## src/rtl/lsb_mem_ctrl_pkg.sv

```systemverilog
// Shared constants for the LSB memory controller: instruction type codes,
// funct3 load/store codes, IO window bounds, controller state encoding and
// the funct3 -> byte-count helper.
package lsb_mem_ctrl_pkg;

   localparam logic [6:0]  LD_TYPE = 7'b0000011;
   localparam logic [6:0]  S_TYPE  = 7'b0100011;

   localparam logic [2:0]  F3_LB  = 3'b000;
   localparam logic [2:0]  F3_LH  = 3'b001;
   localparam logic [2:0]  F3_LW  = 3'b010;
   localparam logic [2:0]  F3_LBU = 3'b100;
   localparam logic [2:0]  F3_LHU = 3'b101;
   localparam logic [2:0]  F3_SB  = 3'b000;
   localparam logic [2:0]  F3_SH  = 3'b001;
   localparam logic [2:0]  F3_SW  = 3'b010;

   // Stores into this window are held off while the IO buffer is full.
   localparam logic [31:0] IO_ADDR_LO = 32'h0003_0000;
   localparam logic [31:0] IO_ADDR_HI = 32'h0003_FFFF;

   typedef enum logic [1:0] {
      ST_IDLE  = 2'd0,
      ST_LOAD  = 2'd1,
      ST_STORE = 2'd2,
      ST_DONE  = 2'd3
   } state_t;

   // Access width in bytes from funct3[1:0]: 00 -> 1, 01 -> 2, otherwise 4.
   function automatic logic [2:0] byte_count(input logic [2:0] op);
      case (op[1:0])
         2'b00:   return 3'd1;
         2'b01:   return 3'd2;
         default: return 3'd4;
      endcase
   endfunction

endpackage

```

## src/rtl/lsb_mem_ctrl.sv

```systemverilog
// Byte-serial memory controller between the load/store buffer and an 8-bit RAM.
// Latency (accept edge T): LB T+3, LW T+6, SB T+2, SW T+5; +1 per stalled cycle.
// Backpressure: accepts only in IDLE (welcome_lsb); rdy=0 freezes, io_buffer_full holds IO stores.
// Ports: clk/rst; rdy, rob_clear; request in_lsb_ready/op_in/instr_type_in/data_addr_in/data_in;
// completion welcome_lsb/cache_ready/cache_instr_type/cache_data_out; RAM mem_din/mem_dout/mem_a/mem_wr;
// io_buffer_full stall for the IO window.
module lsb_mem_ctrl
   import lsb_mem_ctrl_pkg::*;
(
   input  logic        clk,
   input  logic        rst,
   input  logic        rdy,
   input  logic        rob_clear,
   input  logic        in_lsb_ready,
   input  logic [2:0]  op_in,
   input  logic [6:0]  instr_type_in,
   input  logic [31:0] data_addr_in,
   input  logic [31:0] data_in,
   output logic        welcome_lsb,
   output logic        cache_ready,
   output logic [6:0]  cache_instr_type,
   output logic [31:0] cache_data_out,
   input  logic [7:0]  mem_din,
   output logic [7:0]  mem_dout,
   output logic [31:0] mem_a,
   output logic        mem_wr,
   input  logic        io_buffer_full
);

   state_t      state_q, state_d;
   logic [2:0]  op_q, op_d;
   logic [6:0]  type_q, type_d;
   logic [31:0] addr_q, addr_d;
   logic [31:0] data_q, data_d;
   logic [31:0] buf_q, buf_d;
   logic [2:0]  k_q, k_d;
   logic        squash_q, squash_d;

   logic [2:0]  n;
   logic [31:0] cur_addr;
   logic        io_stall;

   function automatic logic [31:0] load_extend(input logic [2:0] op, input logic [31:0] raw);
      case (op[1:0])
         2'b00:   return op[2] ? {24'd0, raw[7:0]}  : {{24{raw[7]}}, raw[7:0]};
         2'b01:   return op[2] ? {16'd0, raw[15:0]} : {{16{raw[15]}}, raw[15:0]};
         default: return raw;
      endcase
   endfunction

   assign n        = byte_count(op_q);
   assign cur_addr = addr_q + {29'd0, k_q};
   assign io_stall = io_buffer_full && (cur_addr >= IO_ADDR_LO) && (cur_addr <= IO_ADDR_HI);

   always_comb begin
      state_d          = state_q;
      op_d             = op_q;
      type_d           = type_q;
      addr_d           = addr_q;
      data_d           = data_q;
      buf_d            = buf_q;
      k_d              = k_q;
      squash_d         = squash_q;
      welcome_lsb      = (state_q == ST_IDLE);
      cache_ready      = 1'b0;
      cache_instr_type = 7'd0;
      cache_data_out   = 32'd0;
      mem_wr           = 1'b0;
      mem_a            = 32'd0;
      mem_dout         = 8'd0;

      case (state_q)
         ST_IDLE: begin
            if (in_lsb_ready && !rob_clear &&
                (instr_type_in == LD_TYPE || instr_type_in == S_TYPE)) begin
               op_d     = op_in;
               type_d   = instr_type_in;
               addr_d   = data_addr_in;
               data_d   = data_in;
               buf_d    = 32'd0;
               k_d      = 3'd0;
               squash_d = 1'b0;
               state_d  = (instr_type_in == LD_TYPE) ? ST_LOAD : ST_STORE;
            end
         end

         ST_LOAD: begin
            // Byte k-1 arrives on mem_din while address k is issued. During a
            // stall the previous address is re-issued so that the byte seen in
            // the first cycle after the stall still belongs to lane k-1.
            if (!rdy)
               mem_a = (k_q == 3'd0) ? addr_q : cur_addr - 32'd1;
            else if (k_q < n)
               mem_a = cur_addr;
            if (k_q < n)
               k_d = k_q + 3'd1;
            case (k_q)
               3'd1:    buf_d[7:0]   = mem_din;
               3'd2:    buf_d[15:8]  = mem_din;
               3'd3:    buf_d[23:16] = mem_din;
               3'd4:    buf_d[31:24] = mem_din;
               default: ;
            endcase
            if (k_q == n)
               state_d = ST_DONE;
            if (rob_clear)
               state_d = ST_IDLE;
         end

         ST_STORE: begin
            mem_a = cur_addr;
            case (k_q[1:0])
               2'd0:    mem_dout = data_q[7:0];
               2'd1:    mem_dout = data_q[15:8];
               2'd2:    mem_dout = data_q[23:16];
               default: mem_dout = data_q[31:24];
            endcase
            if (!io_stall) begin
               mem_wr = 1'b1;
               k_d    = k_q + 3'd1;
               // A flushed store still completes in RAM but reports nothing.
               if (k_q == n - 3'd1)
                  state_d = (squash_q || rob_clear) ? ST_IDLE : ST_DONE;
            end
            if (rob_clear)
               squash_d = 1'b1;
         end

         ST_DONE: begin
            if (!(rob_clear && type_q == LD_TYPE)) begin
               cache_ready      = 1'b1;
               cache_instr_type = type_q;
               cache_data_out   = (type_q == LD_TYPE) ? load_extend(op_q, buf_q) : 32'd0;
            end
            state_d = ST_IDLE;
         end

         default: state_d = ST_IDLE;
      endcase

      if (!rdy)
         mem_wr = 1'b0;
   end

   always_ff @(posedge clk) begin
      if (rst) begin
         state_q  <= ST_IDLE;
         op_q     <= 3'd0;
         type_q   <= 7'd0;
         addr_q   <= 32'd0;
         data_q   <= 32'd0;
         buf_q    <= 32'd0;
         k_q      <= 3'd0;
         squash_q <= 1'b0;
      end else if (rdy) begin
         state_q  <= state_d;
         op_q     <= op_d;
         type_q   <= type_d;
         addr_q   <= addr_d;
         data_q   <= data_d;
         buf_q    <= buf_d;
         k_q      <= k_d;
         squash_q <= squash_d;
      end
   end

endmodule

```

## config.mk

```make
export PLATFORM = sky130hd
export DESIGN_NAME = lsb_mem_ctrl
export DESIGN_NICKNAME = d
export VERILOG_FILES = /design/src/rtl/lsb_mem_ctrl_pkg.sv /design/src/rtl/lsb_mem_ctrl.sv
export SDC_FILE = /design/constraint.sdc
export NUM_CORES = 1
export LEC_CHECK = 0
export ABC_AREA = 1
export CORE_ASPECT_RATIO = 0.5
export CORE_MARGIN = 4
export CORE_UTILIZATION = 25
export DETAILED_ROUTE_END_ITERATION = 8
export GPL_ROUTABILITY_DRIVEN = 0
export SLEW_MARGIN = 20
export SYNTH_ARGS = -nofsm -noshare
export SYNTH_HDL_FRONTEND = slang
export SYNTH_SLANG_ARGS = --single-unit
```

## constraint.sdc

```tcl
create_clock -name clk -period 4.6 [get_ports clk]
set_input_delay 0.92 -clock clk [delete_from_list [all_inputs] [get_ports clk]]
set_output_delay 0.92 -clock clk [all_outputs]
set_load 0.01 [all_outputs]
```

==> reports/metrics.cfg <==
[placed_design]
hpwl_um=24700
place.port_buffers=169

[sta]
slew_headroom_pct=27.9
layout_min_cycle_time_ns=4.33
tightest_slew_ns=1.08
fmax_mhz=231
drv_slew=0
finalHoldViolations=0
setup_viol=0
period_share_pct=94.2
tns_ns=0
fin_worst_skew_ns=0.00824

[worst_hold_path]
hp-start=buf_q[10]
min_path_type=reg2reg
hold_depth=2
worstHoldEndpoint=buf_q[10]

[routing]
drt-total-wl_um=32200
via_per_inst=4.82
ant_nets=0
vias=9745
dr.pass1.iters=5
remaining_drc_errors=0
drt-initial-drc-count=648
wl_per_cell_um=15.9

[synth]
synthFlopType=dfxtp_1
syn_inst=1420
async_flop_share_pct=0
synth_cell_type_count=44
syn_nets=1528
synth_area_sq_um=8380
yosysSeqAreaShare_pct=26.8
synth_edf_count=0
synth_top_area_cell=dfxtp_1
ys_top_cells_by_area=dfxtp_1 (27%), nand2_1 (17%), nor2_1 (10%), o21ai_0 (6.4%), inv_1 (5.8%)
ys_ff_latch=112
ys.warnings.count=0
yosysTopAreaCellShare_pct=26.8
avgSynthCellArea_sq_um=5.90

[worst_setup_path]
path_class=reg2out
critical_path.max_fanout=4
worstSetupEndpointType=output pin
ff2ff_path_depth=19
r2r_start=addr_q[0]
startpoint_type=register
rrSetupSlack_ns=1.44
required_ns=3.68
arrival_ns=3.41
r2r_end=k_q[2]

[finish]
mostFrequentLayoutCell=nand2_1
fillers=3677
syn_to_final_growth_pct=32.5
drive_above_1_share_pct=10.8
layout_common_cells=nand2_1 (384), nor2_1 (228), clkdlybuf4s50_1 (143)
final_nets=1684
fin_util_pct=33.6

[grt]
grtUsageTotal_pct=17.2
grt-ovfl-total=0
grt_pass1_vias=9069
grt_pass1_wl_um=49700
antenna_found_initial=2
grt_max_degree=94

[die]
die_w_um=267
core_area_sq_um=33000
start_util_pct=25.4
design.die.area_sq_um=36700
fp-row-count=47
dieHeight_um=137
pin_count=170

[clock_tree]
cts_buffers=9
clock-root-buffer=clkbuf_16
clockBufferDepth=2
clk_pin_slew_worst_paths_ns=0.08
clock_latency_ns=0.38
clock-sinks=112
cts_tree=done
cts_max_level=3

[run]
drv_cap=0

[power_and_ir_drop]
ir_drop_mv=0.176
fin_total_pwr_w=0.00249
cellPowerDensity_nw_per_um2=225
p_leak_nw=4.92

[status]
status=complete, no violations

## kinds of logic after synthesis
family | after synthesis | share of synthesized area, %
AO/OA/AOI/OAI | 278 | 18.6
XOR/XNOR | 9 | 0.940
adder cells (fa/ha/maj) | 20 | 3.08
buffers and inverters | 203 | 9.39
flip-flops | 112 | 26.8
AND/OR/NAND/NOR | 798 | 41.3
## metal layers
layer / part of all wire (%) / track usage (%) / up-vias
li1: - / - / 4891
met1: 42 / 21.0 / 4492
met2: 49 / 30.6 / 289
met3: 5.1 / 2.91 / 71
met4: 3.3 / 6.42 / 2
met5: 0.062 / 0 / -
## worst max-delay path, cell delays in order, from the launching register on
cell	delay [ns]
dfxtp_2	0.36
ha_4	0.15
inv_1	0.05
fa_1	0.38
inv_1	0.10
nand2_1	0.11
nand2_2	0.12
nand2_2	0.09
nand2_1	0.11
nand2_2	0.08
nand2_1	0.07
nor2_2	0.05
nand2_2	0.12
inv_1	0.08
o31ai_1	0.20
nand3_1	0.10
o211ai_1	0.13
nand2_1	0.13
inv_1	0.08
clkdlybuf4s50_1	0.53
## worst max-delay path by stage
stage | start | endpoint | slack (ns) | cells after the start
after global placement | addr_q[0] | mem_a[16] | 0.34 | 18
final | addr_q[0] | mem_a[7] | 0.27 | 19
after CTS | addr_q[0] | mem_a[27] | -0.08 | 21
after floorplan | op_q[0] | mem_a[17] | 1.00 | 15
after detailed placement | addr_q[0] | mem_a[22] | 0.30 | 19
after global routing | addr_q[0] | mem_a[27] | -0.01 | 22
## where the power goes
group | leakage (nW) | internal, W | switching [W] | total, W
registers | 0.903 | 0.000976 | 0.00000500 | 0.000981
logic | 3.84 | 0.000220 | 0.000356 | 0.000576
clock network | 0.171 | 0.000509 | 0.000428 | 0.000937
## registers in the layout, indices dropped and copies added (netlist names)
name	cells
k_q	3
type_q	7
buf_q	32
squash_q	1
addr_q	32
op_q	3
data_q	32
state_q	2
## per-stage QoR
| stage | area (sq um) | hold WS (ns) | setup slack [ns] | std cells |
|---|---|---|---|---|
| 2_1_floorplan | 8380 | 0.441 | 1.00 | 1420 |
| 5_1_grt | 11100 | 0.485 | -0.0113 | 2023 |
| 6_report | 11100 | 0.466 | 0.267 | 2023 |
| 3_5_place_dp | 10600 | 0.454 | 0.297 | 1999 |
| 3_3_place_gp | 10600 | 0.448 | 0.336 | 1999 |
| 4_1_cts | 11000 | 0.468 | -0.0804 | 2016 |
## synthesized netlist by cell type, drive strengths merged, types with 2 or more instances
| library cell | count |
|---|---|
| buf | 11 |
| xnor2 | 3 |
| o211ai | 6 |
| nand4 | 9 |
| nand3 | 91 |
| dfxtp | 112 |
| a221oi | 2 |
| nor3 | 7 |
| a31oi | 9 |
| o21ai | 118 |
| xor2 | 6 |
| o21bai | 3 |
| clkinv | 3 |
| nor2 | 261 |
| inv | 142 |
| a21oi | 99 |
| a211oi | 36 |
| ha | 19 |
| clkbuf | 46 |
| nand2 | 428 |
## area by class of cell
type	count	area, sq um	area share (%)
inverters	145	546	4.91
clock buffers	10	239	2.15
diodes	1	2.50	0.0225
clock inverters	6	113	1.01
multi-input cells	1105	5450	49.0
flip-flops and latches	112	2240	20.2
repair buffers	203	1960	17.7
well taps	441	552	4.97
## what timing repair did
| action | CTS | global route |
|---|---|---|
| hold buffers | 0 | 0 |
| setup buffers | 1 | 6 |
| setup endpoints to repair | 17 | 29 |
| gates resized for setup | 15 | 49 |
| endpoints found under the hold margin | 0 | 0 |
| pin swaps | 1 | 8 |
No activity file was read; power rests on OpenSTA's default activity.
